**src/rtl/apostador_pkg.sv**
```systemverilog
// apostador_pkg
// Shared types and widths for the lottery transmitter (apostador_tx).
//   estado_t : transmitter state machine encoding
//   NUM_W    : width of one ticket number
//   PONTO_W  : width of the p1/p2 scores returned by the lottery core
//   PREMIO_W : width of the premio result
package apostador_pkg;

   typedef enum logic [2:0] {
      OCIOSO  = 3'd0,
      ENVIA   = 3'd1,
      PAUSA   = 3'd2,
      FECHA   = 3'd3,
      FIM     = 3'd4,
      ESPERA  = 3'd5,
      CAPTURA = 3'd6
   } estado_t;

   localparam int NUM_W    = 4;
   localparam int PONTO_W  = 5;
   localparam int PREMIO_W = 2;

endpackage

```
**src/rtl/apostador_tx_verifica.sv**
```systemverilog
// verifica_repetidos
// Combinational pairwise compare over a ticket: flags any number that
// appears more than once.
//   bilhete  in  NUM_W*N_NUM  ticket, number i at bilhete[NUM_W*i +: NUM_W]
//   repetido out 1            at least two numbers are equal
module verifica_repetidos
   import apostador_pkg::*;
#(
   parameter int N_NUM = 4
) (
   input  logic [NUM_W*N_NUM-1:0] bilhete,
   output logic                   repetido
);

   always_comb begin
      repetido = 1'b0;
      for (int i = 0; i < N_NUM; i++) begin
         for (int j = i + 1; j < N_NUM; j++) begin
            if (bilhete[i*NUM_W +: NUM_W] == bilhete[j*NUM_W +: NUM_W])
               repetido = 1'b1;
         end
      end
   end

endmodule

```
**src/rtl/apostador_tx.sv**
```systemverilog
// apostador_tx
// Transmitter for the lottery game interface. Latches a full ticket on
// start, sends each number as a one-cycle insere strobe, closes the game
// with fim_jogo, waits RESULT_LAT cycles and captures premio/p1/p2.
//
// Optional feature: APOSTADOR_CHECK_EN
//   defined   -> tickets with repeated numbers are rejected (erro=1,
//                immediate pronto, nothing sent, captured result kept)
//   undefined -> every ticket is sent, erro is tied to 0
//
// Ports
//   clock        in   rising-edge clock
//   reset        in   asynchronous active-high reset
//   start        in   begin a game (only honoured in OCIOSO)
//   bilhete      in   NUM_W*N_NUM ticket, number 0 sent first
//   premio       in   PREMIO_W result from the lottery core
//   p1, p2       in   PONTO_W scores from the lottery core
//   numero       out  number being inserted, 0 when insere is low
//   insere       out  one-cycle strobe per number
//   fim_jogo     out  one-cycle end-of-game strobe
//   ocupado      out  game in progress (cycle 1 through pronto)
//   pronto       out  one-cycle pulse, *_lido valid
//   premio_lido  out  captured premio
//   p1_lido      out  captured p1
//   p2_lido      out  captured p2
//   erro         out  last accepted ticket was rejected
//
// state   | meaning
// --------+--------------------------------------------------------
// OCIOSO  | idle, waiting for start
// ENVIA   | insere strobe for number[idx]
// PAUSA   | GAP idle cycles between inserts
// FECHA   | one idle cycle after the last insert
// FIM     | fim_jogo strobe
// ESPERA  | RESULT_LAT cycles waiting for the core result
// CAPTURA | pronto pulse, captured result valid
module apostador_tx
   import apostador_pkg::*;
#(
   parameter int N_NUM      = 4,
   parameter int GAP        = 1,
   parameter int RESULT_LAT = 1
) (
   input  logic                   clock,
   input  logic                   reset,
   input  logic                   start,
   input  logic [NUM_W*N_NUM-1:0] bilhete,
   input  logic [PREMIO_W-1:0]    premio,
   input  logic [PONTO_W-1:0]     p1,
   input  logic [PONTO_W-1:0]     p2,
   output logic [NUM_W-1:0]       numero,
   output logic                   insere,
   output logic                   fim_jogo,
   output logic                   ocupado,
   output logic                   pronto,
   output logic [PREMIO_W-1:0]    premio_lido,
   output logic [PONTO_W-1:0]     p1_lido,
   output logic [PONTO_W-1:0]     p2_lido,
   output logic                   erro
);

   localparam int IDX_W = (N_NUM > 1) ? $clog2(N_NUM) : 1;
   localparam int GAP_W = (GAP > 1) ? $clog2(GAP) : 1;
   localparam int LAT_W = (RESULT_LAT > 1) ? $clog2(RESULT_LAT) : 1;

   localparam logic [IDX_W-1:0] IDX_ULTIMO = IDX_W'(N_NUM - 1);
   // Down-counters load N-1 so terminal count 0 marks the last cycle.
   localparam logic [GAP_W-1:0] GAP_CARGA  = (GAP > 0) ? GAP_W'(GAP - 1) : '0;
   localparam logic [LAT_W-1:0] LAT_CARGA  = LAT_W'(RESULT_LAT - 1);

   estado_t                estado, estado_prox;
   logic [IDX_W-1:0]       idx, idx_prox;
   logic [GAP_W-1:0]       gap_cnt, gap_prox;
   logic [LAT_W-1:0]       lat_cnt, lat_prox;
   logic [NUM_W*N_NUM-1:0] bilhete_q, bilhete_prox;
   logic                   aceita;
   logic                   amostra;
   logic                   repetido;
   logic [NUM_W-1:0]       numero_prox;

   function automatic logic [NUM_W-1:0] pega_numero(
      input logic [NUM_W*N_NUM-1:0] t,
      input logic [IDX_W-1:0]       i
   );
      pega_numero = '0;
      for (int k = 0; k < N_NUM; k++) begin
         if (i == IDX_W'(k))
            pega_numero = t[k*NUM_W +: NUM_W];
      end
   endfunction

`ifdef APOSTADOR_CHECK_EN
   // Checked on the live input: at the accepting edge it equals what is latched.
   verifica_repetidos #(
      .N_NUM    (N_NUM)
   ) u_verifica (
      .bilhete  (bilhete),
      .repetido (repetido)
   );
`else
   assign repetido = 1'b0;
`endif

   always_comb begin
      estado_prox = estado;
      idx_prox    = idx;
      gap_prox    = gap_cnt;
      lat_prox    = lat_cnt;
      aceita      = 1'b0;
      amostra     = 1'b0;
      case (estado)
         OCIOSO: begin
            if (start) begin
               aceita   = 1'b1;
               idx_prox = '0;
               // A rejected ticket skips straight to the pronto cycle.
               estado_prox = repetido ? CAPTURA : ENVIA;
            end
         end
         ENVIA: begin
            if (idx == IDX_ULTIMO) begin
               estado_prox = FECHA;
            end else if (GAP == 0) begin
               idx_prox = idx + IDX_W'(1);
            end else begin
               estado_prox = PAUSA;
               gap_prox    = GAP_CARGA;
            end
         end
         PAUSA: begin
            if (gap_cnt == '0) begin
               estado_prox = ENVIA;
               idx_prox    = idx + IDX_W'(1);
            end else begin
               gap_prox = gap_cnt - GAP_W'(1);
            end
         end
         FECHA: begin
            estado_prox = FIM;
         end
         FIM: begin
            estado_prox = ESPERA;
            lat_prox    = LAT_CARGA;
         end
         ESPERA: begin
            if (lat_cnt == '0) begin
               amostra     = 1'b1;
               estado_prox = CAPTURA;
            end else begin
               lat_prox = lat_cnt - LAT_W'(1);
            end
         end
         CAPTURA: begin
            estado_prox = OCIOSO;
         end
         default: begin
            estado_prox = OCIOSO;
         end
      endcase
   end

   assign bilhete_prox = aceita ? bilhete : bilhete_q;
   // Outputs are registered from the next-state decode so they line up
   // with the state they belong to.
   assign numero_prox  = (estado_prox == ENVIA) ? pega_numero(bilhete_prox, idx_prox) : '0;

   always_ff @(posedge clock or posedge reset) begin
      if (reset) begin
         estado    <= OCIOSO;
         idx       <= '0;
         gap_cnt   <= '0;
         lat_cnt   <= '0;
         bilhete_q <= '0;
      end else begin
         estado    <= estado_prox;
         idx       <= idx_prox;
         gap_cnt   <= gap_prox;
         lat_cnt   <= lat_prox;
         bilhete_q <= bilhete_prox;
      end
   end

   always_ff @(posedge clock or posedge reset) begin
      if (reset) begin
         numero   <= '0;
         insere   <= 1'b0;
         fim_jogo <= 1'b0;
         ocupado  <= 1'b0;
         pronto   <= 1'b0;
      end else begin
         numero   <= numero_prox;
         insere   <= (estado_prox == ENVIA);
         fim_jogo <= (estado_prox == FIM);
         ocupado  <= (estado_prox != OCIOSO);
         pronto   <= (estado_prox == CAPTURA);
      end
   end

   always_ff @(posedge clock or posedge reset) begin
      if (reset) begin
         premio_lido <= '0;
         p1_lido     <= '0;
         p2_lido     <= '0;
      end else if (amostra) begin
         premio_lido <= premio;
         p1_lido     <= p1;
         p2_lido     <= p2;
      end
   end

`ifdef APOSTADOR_CHECK_EN
   always_ff @(posedge clock or posedge reset) begin
      if (reset)
         erro <= 1'b0;
      else if (aceita)
         erro <= repetido;
   end
`else
   assign erro = 1'b0;
`endif

endmodule

```
**config.mk**
```make
export PLATFORM = sky130hd
export DESIGN_NAME = apostador_tx
export DESIGN_NICKNAME = d
export VERILOG_FILES = /design/src/rtl/apostador_pkg.sv /design/src/rtl/apostador_tx_verifica.sv /design/src/rtl/apostador_tx.sv
export SDC_FILE = /design/constraint.sdc
export NUM_CORES = 1
export LEC_CHECK = 0
export ABC_AREA = 1
export BUFFER_PORTS_ARGS = -buffer_cell sky130_fd_sc_hd__buf_4
export CAP_MARGIN = 20
export CELL_PAD_IN_SITES_DETAIL_PLACEMENT = 1
export CELL_PAD_IN_SITES_GLOBAL_PLACEMENT = 2
export CORE_ASPECT_RATIO = 0.7
export CORE_UTILIZATION = 27
export DETAILED_ROUTE_END_ITERATION = 10
export GPL_TIMING_DRIVEN = 0
export PLACE_DENSITY_LB_ADDON = 0.15
export SLEW_MARGIN = 15
export SYNTH_ARGS = -nofsm -noshare
export SYNTH_HDL_FRONTEND = slang
export SYNTH_SLANG_ARGS = --single-unit
```
**constraint.sdc**
```tcl
create_clock -name clock -period 1.4 [get_ports clock]
set_input_delay 0.28 -clock clock [delete_from_list [all_inputs] [get_ports clock]]
set_output_delay 0.28 -clock clock [all_outputs]
set_load 0.1 [all_outputs]
```
Yosys cells after proc, flatten, opt, wreduce, memory -nomap -nowiden:

Index checks and enable logic that the tools add are counted.

* register bits after elaboration: 43
* bits of input ports: 31
* word-level logic and storage cells: 58

* add/sub/neg operators: 3
* eq/ne operators: 13
* multiplexer cells: 23
* reduce and logical (&&, ||, !) cells: 6

Operator list (number)
* $mux W4: 5
* $pmux W3 S6: 1
* $mux W16: 1
* $eq A3 B3 Y1 const B: 4
* $mux W3: 3
* $mux W1: 8
* $eq A2 B2 Y1 const B: 3
* $eq A3 B1 Y1 const B: 2
* $eq A3 B2 Y1 const B: 2
* $mux W2: 2
* $pmux W1 S2: 2
* $pmux W2 S2: 1
* $reduce_bool A2 Y1: 2
* $logic_not A3 Y1: 1
* $reduce_bool A3 Y1: 1
* $add A2 B1 Y2 const B: 1
* $eq A2 B1 Y1 const B: 1
* $logic_not A2 Y1: 1
* $ne A2 B2 Y1 const B: 1
* $reduce_and A2 Y1: 1
* $sub A1 B1 Y1 const B: 2

Longest topological paths before layout:

* depth after elaboration: 9
* mapped depth: 10

Worst setup path before layout:

No wires, ideal clock.

* path kind: reg2reg
* start: register idx[0]
* end: register numero[0]
* arrival: 1300 ps
* data required time: 1323 ps
* slack: 23 ps
* cell stages (with the launch flop): 9
* clock period less this slack: 1377 ps
* path through: dfrtp_1 > ha_1 > nand3_1 > nand2_1 > nor2_4 > nand3_1 > nand2_1 > nand2_1 > a21oi_1

* longest elaborated chain between the ends: 9
* elaborated cells between the ends (all ways): 17
* those cells by class: add/sub: 1; eq/ne: 5; mux: 10; reduce/logical: 1

Ends and longest elaborated chain
* from (decl): line apostador_tx.sv:72 `logic [IDX_W-1:0] idx, idx_prox;`
* from (signal assigned): line apostador_tx.sv:176 `idx <= idx_prox;`
* $add A2 B1 Y2: line apostador_tx.sv:133 `idx_prox = idx + IDX_W'(1);`
* $mux W2: line apostador_tx.sv:131 `if (gap_cnt == '0) begin`
* $pmux W2 S2: line apostador_tx.sv:111 `case (estado)`
* $logic_not A2 Y1: line apostador_tx.sv:87 `if (i == IDX_W'(k))`
* $mux W4 (4 in a row): line apostador_tx.sv:87
* $mux W4 *: line apostador_tx.sv:165 `assign numero_prox = (estado_prox == ENVIA) ? pega_numero(bilhete_prox, idx_prox) : '0;`
* net numero_prox[0]: line apostador_tx.sv:79 `logic [NUM_W-1:0] numero_prox;`
* to (signal assigned): line apostador_tx.sv:191 `numero <= numero_prox;`
* to (decl): line apostador_tx.sv:51 `output logic [NUM_W-1:0] numero,`

Mark *: on every way through the listed nets, which the timed path passes. The rest lies on a longest branch.
A chain may end at the register's enable or synchronous reset.

Final worst setup path:

* start: register estado[2]
* end: register numero[1]

* longest elaborated chain between the ends: 8
* elaborated cells between the ends (all ways): 23
* those cells by class: eq/ne: 9; mux: 12; reduce/logical: 2

Ends and longest elaborated chain
* from (decl): line apostador_tx.sv:71 `estado_t estado, estado_prox;`
* from (signal assigned): line apostador_tx.sv:175 `estado <= estado_prox;`
* $logic_not A3 Y1: line apostador_tx.sv:111
* $mux W1: line apostador_tx.sv:111
* $mux W16: line apostador_tx.sv:162 `assign bilhete_prox = aceita ? bilhete : bilhete_q;`
* net bilhete_prox[1]: line apostador_tx.sv:75 `logic [NUM_W*N_NUM-1:0] bilhete_q, bilhete_prox;`
* $mux W4 (4 in a row): line apostador_tx.sv:87
* $mux W4: line apostador_tx.sv:165
* net numero_prox[1]: line apostador_tx.sv:79

The timed path passes the listed nets, and every way through them passes these cells.

==> qor.yml <==
timing:
  fin_crit_sh: 1.06
  max_freq_mhz: 672
  rsz0062_at_grt: "true"
  drv_slew: 0
  clock-skew-final_ps: 3.87
  period_minus_slack_ps: 1490
  finalWorstSetupSlack_ps: -88.2
  finalSetupViolations: 4
  hold_viol: 0
  setup_tns_ps: -270
logic_synthesis:
  synth_commonest_cells: "78 x nand2_1, 41 x dfrtp_1, 22 x inv_1"
  synth_area_leaders: "dfrtp_1 56%, nand2_1 16%, nand3_1 4.9%, inv_1 4.5%, buf_6 2.4%"
  synth_edf_count: 0
  ys_warn_count: 0
  synth_area_mm2: 0.00184
  synth.most_common_cell: "nand2_1"
  synth_top_area_share: 0.557
  netlist_instances: 212
  ys.flop_type: "dfrtp_1"
  ys_ff_latch: 41
  yosys.cell_types.count: 22
  postSynthNetCount: 244
  yosysTopAreaCell: "dfrtp_1"
  syn_area_per_cell_um2: 8.68
  async_flop_share: 1.00
  seq_area_frac_synth: 0.557
floorplanning:
  ios: 52
  dieArea_mm2: 0.00716
  start_util: 0.288
  die_w_um: 101
  core-area_mm2: 0.00640
  fp.dieH_um: 71.1
  row_count: 24
setup_path:
  critPathArrivalTime_ps: 1670
  startpoint_type: "register"
  worstSetupPathType: "reg2reg"
  critPathRequiredTime_ps: 1580
  endpoint: "numero[1]$_DFF_PP0_"
  setup.worst_path.start: "estado[2]$_DFF_PP0_"
  timing.rr.end: "numero[1]$_DFF_PP0_"
  regToRegSetupSlack_ps: -90
  ff2ff_path_depth: 10
  r2r_start: "estado[2]$_DFF_PP0_"
  path_max_fanout: 8
  end_kind: "register"
finish:
  fill_cells: 766
  n_antenna_cell: 0
  drive_above_1_share: 0.388
  nNetsFinal: 312
  area_growth_pct: 44.5
  final_area_mm2: 0.00266
placement:
  postPlaceCellArea_mm2: 0.00235
  portBuffers: 50
  hpwl_um: 3380
  gp_congestion: 0.699
global_routing:
  grt_pass1_vias: 1684
  antenna_found_initial: 0
  grt_first_pass_wirelength_um: 8030
  globalRouteMet2Util: 0.239
  use_met3: 0.0553
  grt-ovfl-total: 0
  track_usage: 0.149
  top_usage_layer: "met2"
  grt_max_degree: 32
  grtUsageMet1: 0.192
route:
  wirelength_um: 4840
  drt-initial-drc-count: 31
  drc: 0
  vias: 1544
  dr.pass1.iters: 4
  wl_per_cell_um: 13.0
  viasPerCell: 4.15
  ant_nets: 0
cts:
  clockBufferDepth: 2
  cts_num_sinks: 41
  clk_pin_slew_worst_paths_ps: 80
  ctsRootBufferMaster: "clkbuf_8"
  ctsHtreeMaxLevel: 2
  cts_buffers: 5
  clkLatencyLatePin_ps: 290
  cts_tree: "built"
hold_path:
  hp-class: "in2reg"
status:
  status: "complete, but fails checks"
  violations: "negative setup slack"
job:
  maxCapViolCount: 0
==> per-layer routing <==
layer  wire [um]  part of all wire  vias up
met5           0                 0        -
met4          45            0.0093        0
met3         313             0.065        5
met2        2250              0.46       37
met1        2240              0.46      715
li1            -                 -      787
==> cell usage in the layout (no fill, tap or decap), drive strengths merged, types with 2 or more instances in the layout <==
cell type	n
a21oi	5
buf	68
clkbuf	7
clkinv	2
dfrtp	41
inv	23
nand2	85
nand3	19
nor2	11
o21a	3
o21ai	12
==> worst min path at each step <==
stage	depth (start not counted)	to	startpoint	slack, ps
global route	3	p2_lido[3]$_DFFE_PP0N_	p2[3]	190
global placement	2	bilhete_q[14]$_DFF_PP0_	bilhete_q[14]$_DFF_PP0_	460
detailed placement	2	ocupado$_DFF_PP0_	reset	250
CTS	3	p2_lido[3]$_DFFE_PP0N_	p2[3]	180
finish	3	p2_lido[3]$_DFFE_PP0N_	p2[3]	190
floorplan	2	p1_lido[3]$_DFFE_PP0N_	p1[3]	400
==> registers in the layout, indices dropped and copies added (netlist names) <==
| name | count |
|---|---|
| bilhete_q | 16 |
| p1_lido | 5 |
| p2_lido | 5 |
| numero | 4 |
| estado | 3 |
| idx | 2 |
| premio_lido | 2 |
| fim_jogo | 1 |
| insere | 1 |
| ocupado | 1 |
| pronto | 1 |
==> logic make-up after synthesis <==
logic type | synth area share
and+or+nand+nor | 0.283
DFF | 0.557
buffers and inverters | 0.0891
AOI/OAI and AO/OA | 0.0619
adders and majority gates | 0.00680
other | 0.00204
==> worst max-delay path: stages (launching register included) <==
cell and delay [ps]:
dfrtp_1 380, buf_6 140, nor2_4 140, nand2_4 130, buf_8 160, nand2_4 60
nand2_4 50, o21ai_2 110, nand2_1 70, nand2_1 70, a21oi_1 60
==> repair_timing <==
action / in CTS / in global routing
hold buffers: 1 / 0
pin swaps: 3 / 9
endpoints found under the setup margin: 14 / 15
resized for setup: 9 / 27
hold endpoints to repair: 10 / 0
buffers inserted: 4 / 4
gates cloned: 0 / 1
==> stage by stage <==
| stage | setup WS, ps | hold slack [ps] | std cells | utilization |
|---|---|---|---|---|
| after global placement | -483 | 455 | 353 | 0.364 |
| after global routing | -170 | 187 | 372 | 0.416 |
| after detailed placement | -170 | 251 | 354 | 0.367 |
| after floorplan | 22.6 | 397 | 212 | - |
| after CTS | -97.4 | 178 | 367 | 0.391 |
| final | -88.2 | 187 | 372 | 0.416 |
==> layout make-up <==
cell class | instances | area, um2 | share of cell area
Clock inverter | 2 | 10.0 | 0.00376
Inverter | 23 | 86.3 | 0.0325
Buffer | 9 | 91.3 | 0.0344
Tap cell | 91 | 114 | 0.0428
Timing Repair Buffer | 61 | 494 | 0.186
Sequential cell | 41 | 1030 | 0.386
Multi-Input combinational cell | 139 | 763 | 0.287
Clock buffer | 6 | 72.6 | 0.0273
Power is not shown: default switching activity piles up to over one toggle a cycle in this logic, so the estimate is an artifact.
